==> src/rtl/raabb_fp_pkg.sv <==
// Shared definitions for FloPoCo 11_11 floats in the Ray-AABB datapath.
// The layout is exn[24:23], sign[22], exp[21:11], mant[10:0].
package raabb_fp_pkg;
  localparam int FP_W = 25;

  localparam logic [1:0] EXN_ZERO = 2'b00;
  localparam logic [1:0] EXN_NORM = 2'b01;
  localparam logic [1:0] EXN_INF  = 2'b10;
  localparam logic [1:0] EXN_NAN  = 2'b11;

  localparam logic [FP_W-1:0] FP_NAN = 25'h1800000;

  typedef enum logic [1:0] {IDLE, ACC, CMP, DONE} state_t;
endpackage

==> src/rtl/fp_extremum_seq.sv <==
// Sequential min/max reducer over groups of FloPoCo floats, using an external pipelined A<B comparator.
// NAN_PROPAGATE_EN: defined -> NaN in a group forces a NaN result; undefined -> NaN operands are skipped.
module fp_extremum_seq
  import raabb_fp_pkg::*;
#(
  parameter int FP_W     = raabb_fp_pkg::FP_W,
  parameter int CMP_LAT  = 3,
  parameter int MODE_MAX = 1,
  parameter int CNT_W    = 4
) (
  input  logic             clk,
  input  logic             rst_n,
  input  logic             in_valid,
  input  logic [FP_W-1:0]  in_data,
  input  logic             in_last,
  output logic             in_ready,
  output logic [FP_W-1:0]  cmp_a,
  output logic [FP_W-1:0]  cmp_b,
  input  logic             cmp_less,
  output logic             out_valid,
  output logic [FP_W-1:0]  out_data,
  output logic [CNT_W-1:0] out_count,
  input  logic             out_ready
);
  localparam int WAIT_W = (CMP_LAT > 1) ? $clog2(CMP_LAT) : 1;
  localparam logic [CNT_W-1:0] CNT_MAX = '1;
  localparam logic [FP_W-1:0]  NAN_W   = FP_W'(FP_NAN);

  state_t            state, state_nx;
  logic              alive;
  logic [FP_W-1:0]   acc;
  logic [CNT_W-1:0]  cnt;
  logic [WAIT_W-1:0] wait_cnt;
  logic              lastq;
  logic              accept, in_nan, sample, take, direct;
  logic [FP_W-1:0]   result;
`ifdef NAN_PROPAGATE_EN
  logic              nan_q;
`else
  logic              empty_q;
`endif

  function automatic logic [CNT_W-1:0] sat_inc(input logic [CNT_W-1:0] c);
    return (c == CNT_MAX) ? c : c + CNT_W'(1);
  endfunction

  assign in_nan = (in_data[FP_W-1 -: 2] == EXN_NAN);
  assign accept = in_valid && in_ready;
  assign sample = (state == CMP) && (wait_cnt == WAIT_W'(CMP_LAT - 1));
  assign take   = (MODE_MAX != 0) ? !cmp_less : cmp_less;

  // direct: the ACC operand bypasses the comparator (skipped NaN, or first real value)
`ifdef NAN_PROPAGATE_EN
  assign direct = 1'b0;
  assign result = nan_q ? NAN_W : acc;
`else
  assign direct = in_nan || empty_q;
  assign result = acc;
`endif

  assign in_ready  = alive && ((state == IDLE) || (state == ACC));
  assign out_valid = (state == DONE);
  assign out_data  = out_valid ? result : '0;
  assign out_count = out_valid ? cnt : '0;

  always_ff @(posedge clk or negedge rst_n) begin
    if (!rst_n) state <= IDLE;
    else        state <= state_nx;
  end

  always_comb begin
    state_nx = state;
    case (state)
      IDLE: if (accept) state_nx = in_last ? DONE : ACC;
      ACC:  if (accept) state_nx = direct ? (in_last ? DONE : ACC) : CMP;
      CMP:  if (sample) state_nx = lastq ? DONE : ACC;
      DONE: if (out_ready) state_nx = IDLE;
      default: state_nx = IDLE;
    endcase
  end

  always_ff @(posedge clk or negedge rst_n) begin
    if (!rst_n) begin
      alive    <= 1'b0;
      acc      <= '0;
      cnt      <= '0;
      wait_cnt <= '0;
      lastq    <= 1'b0;
      cmp_a    <= '0;
      cmp_b    <= '0;
`ifdef NAN_PROPAGATE_EN
      nan_q    <= 1'b0;
`else
      empty_q  <= 1'b0;
`endif
    end else begin
      alive <= 1'b1;
      case (state)
        IDLE: begin
`ifdef NAN_PROPAGATE_EN
          nan_q <= 1'b0;
`endif
          if (accept) begin
            cnt <= CNT_W'(1);
`ifdef NAN_PROPAGATE_EN
            acc   <= in_data;
            nan_q <= in_nan;
`else
            acc     <= in_nan ? NAN_W : in_data;
            empty_q <= in_nan;
`endif
          end
        end
        ACC: begin
          if (accept) begin
            cnt   <= sat_inc(cnt);
            lastq <= in_last;
`ifdef NAN_PROPAGATE_EN
            nan_q <= nan_q | in_nan;
`else
            if (!in_nan && empty_q) begin
              acc     <= in_data;
              empty_q <= 1'b0;
            end
`endif
            if (!direct) begin
              cmp_a    <= in_data;
              cmp_b    <= acc;
              wait_cnt <= '0;
            end
          end
        end
        CMP: begin
          wait_cnt <= wait_cnt + WAIT_W'(1);
          if (sample && take) acc <= cmp_a;
        end
        default: ;
      endcase
    end
  end
endmodule
==> config.mk <==
export PLATFORM = sky130hd
export DESIGN_NAME = fp_extremum_seq
export DESIGN_NICKNAME = d
export VERILOG_FILES = /design/src/rtl/raabb_fp_pkg.sv /design/src/rtl/fp_extremum_seq.sv
export SDC_FILE = /design/constraint.sdc
export NUM_CORES = 1
export LEC_CHECK = 0
export CORE_AREA = 2 2 124 96
export DETAILED_ROUTE_END_ITERATION = 16
export DIE_AREA = 0 0 126 98
export PLACE_DENSITY = 0.63
export SYNTH_ARGS = -nofsm -noshare
export SYNTH_HDL_FRONTEND = slang
export SYNTH_SLANG_ARGS = --single-unit
export TNS_END_PERCENT = 50
==> constraint.sdc <==
create_clock -name clk -period 1.6 [get_ports clk]
set_input_delay 0.32 -clock clk [delete_from_list [all_inputs] [get_ports clk]]
set_output_delay 0.32 -clock clk [all_outputs]
set_load 0.005 [all_outputs]
==> flow_summary.yaml <==
timing:
  setup_ws_ns: -0.2663
  holdWs_ns: 0.4273
  setup_tns_ns: -21.43
  setup_viol: 113
  max_clock_freq_mhz: 535.8
  maxSlewViolCount: 0
  clock_skew_ns: 0.005506
  min_period_ns: 1.866
  finalHoldViolCount: 0
  finalCritPeriodShare: 1.166
  rsz0062_at_grt: "true"
die:
  die_area_sq_um: 12350
  io_pins: 112
  core-area_sq_um: 11230
  die_h_microns: 98
  die_w_microns: 126
  rows: 34
  start_util: 0.3612
critical_path:
  crit_type: "flip-flop to output pin"
  arrival_ns: 1.55
  critPathCaptureType: "output pin"
  path_max_fanout: 6
  slowest_delay_ns: 0.46
  cp_slowest_cell: "dfrtp_2"
  cp_data_required_time_ns: 1.28
  worst-path-buf-inv: 3
  crit_chain: "ha_4 -> buf_6 -> buf_6 -> and2_4 -> buf_6"
  crit_family: "flip-flops"
  startpoint_type: "flip-flop"
  crit_path_frequent_cell: "buf_6"
power_and_ir_drop:
  power_density_nw_per_um2: 2063
  cellLeakagePower_nw: 3.428
  ir_worst_vdd_mv: 1.025
  total_power_w: 0.01482
synthesis:
  synth_top_area_frac: 0.5305
  ys_ff_latch: 86
  yosysSeqAreaShare: 0.5305
  yosysTopAreaCell: "dfrtp_1"
  synthTopCellsByArea: "dfrtp_1 53%, mux2_1 13%, and2_1 4.3%"
  yosysMostFrequentCell: "dfrtp_1"
  netlist_instances: 352
  syn_nets: 389
  syn_area_sq_um: 4056
  async_reset_ff_frac: 1.000
  yosys_most_used_dff: "dfrtp_1"
  postSynthAreaPerCell_sq_um: 11.52
  synth_edf_count: 0
  yosysWarningCount: 0
  synth_common_cells: "86 x dfrtp_1, 48 x mux2_1, 30 x nand2_1, 28 x a21oi_1, 28 x and2_1"
  synth.distinct_cells: 38
finish:
  nNetsFinal: 562
  synthToLayoutAreaGrowth_pct: 77.05
  drive_gt1_frac: 0.4934
  n_antenna_cell: 0
  fillers: 849
cts:
  clock_sinks: 86
  cts_buffer_depth: 2
  clkTransAtPathRegs_ns: 0.06
  clk_latency_ns: 0.33
  cts_tree: "built"
  numCtsBuffers: 9
  htree_levels: 3
  root_buffer: "clkbuf_16"
drt:
  vias: 3594
  drtIter0Drc: 246
  wire_per_inst_microns: 20.34
  drc_errors: 0
  wl_mm: 13.69
  antenna_left: 0
  drtPass1Iterations: 4
  routed_via_density: 5.340
global_routing:
  grt_pass1_wl_mm: 20.80
  grt_max_degree: 38
  overflow: 0
  grt_pass1_vias: 3823
  antenna_found_initial: 0
  grtUsageTotal: 0.2146
placement:
  dp_hpwl_mm: 7.439
  io_buffer_count: 111
  routabilityCongestion: 0.8126
  pre_cts_ws_ns: -0.2908
worst_hold_path:
  hold_class: "input port to asynchronous set/reset pin"
outcome:
  status: "finished, violations left"
  violations: "setup timing"
flow_run:
  maxCapViolations: 0
-- final timing paths --
path                                                 to  depth (start not counted)  slack [ns]               startpoint
worst max-delay path                       out_data[12]                          5       -0.27     state[0]$_DFFE_PN0P_
worst min-delay path              cmp_b[17]$_DFFE_PN0P_                          2        0.43                    rst_n
worst max register to register       acc[3]$_DFFE_PN0P_                          9       -0.26     state[1]$_DFFE_PN0P_
worst min register to register  wait_cnt[0]$_DFFE_PN0P_                          1        0.48  wait_cnt[0]$_DFFE_PN0P_
max in group asynchronous          state[1]$_DFFE_PN0P_                          3        0.63                    rst_n
min in group clk                wait_cnt[0]$_DFFE_PN0P_                          1        0.48  wait_cnt[0]$_DFFE_PN0P_
-- logic make-up after synthesis --
family	synth area share
AOI/OAI and AO/OA	0.1706
adders and majority gates	0.01851
DFF	0.5305
muxes	0.1416
other	0.0009245
buffers and inverters	0.04318
and+or+nand+nor	0.09470
-- cell type report --
type,count,area (sq um),area share
inverters,7,33.78,0.004704
clock buffers,10,239.0,0.03328
repair buffers,188,2077,0.2892
multi-input cells,233,2447,0.3408
flip-flops and latches,86,2155,0.3000
well taps,144,180.2,0.02509
clock inverters,5,50.05,0.006969
-- timing repair --
item / 4_1_cts / 5_1_grt
hold buffers: 1 / 0
resized for setup: 282 / 91
endpoints found under the setup margin: 114 / 126
cloned: 9 / 3
pin swaps: 33 / 22
endpoints found under the hold margin: 21 / 0
setup buffers: 27 / 5
-- metrics by stage --
step	area, sq um	utilization	std cells
2_1_floorplan	4058	-	352
3_3_place_gp	5548	0.4940	618
3_5_place_dp	5548	0.4940	618
4_1_cts	6808	0.6062	670
5_1_grt	7182	0.6395	673
6_report	7182	0.6395	673
-- state kept, by name (all words and copies together), names as in the netlist --
name and cells:
acc 25, cmp_a 25, cmp_b 25, cnt 4
state 2, wait_cnt 2, alive 1, empty_q 1
lastq 1
-- routing by layer --
layer  GRT usage  wire length [microns]  vias up
li1            -                      -     1621
met1      0.2829                   5869     1824
met2      0.3437                   6714      129
met3     0.05753                    860       20
met4     0.07439                    246        0
met5           0                      0        -
-- report_power, final --
group	switching [W]	internal (W)	leakage, nW	total [W]
Sequential	0.000872	0.00315	1.10	0.00402
Combinational	0.00390	0.00485	2.18	0.00875
Clock	0.000811	0.00123	0.148	0.00204
Total	0.00558	0.00923	3.43	0.0148
-- cells in the final DEF (no fill, tap or decap), types with 16 or more instances in the layout --
master           instances
mux2_4                  43
and2_4                  27
buf_6                   56
nand2_1                 17
o31ai_4                 16
a21oi_1                 26
clkdlybuf4s50_1         67
dfrtp_1                 84
a22oi_1                 19
buf_4                   33
(Power assumes the default switching activity.)
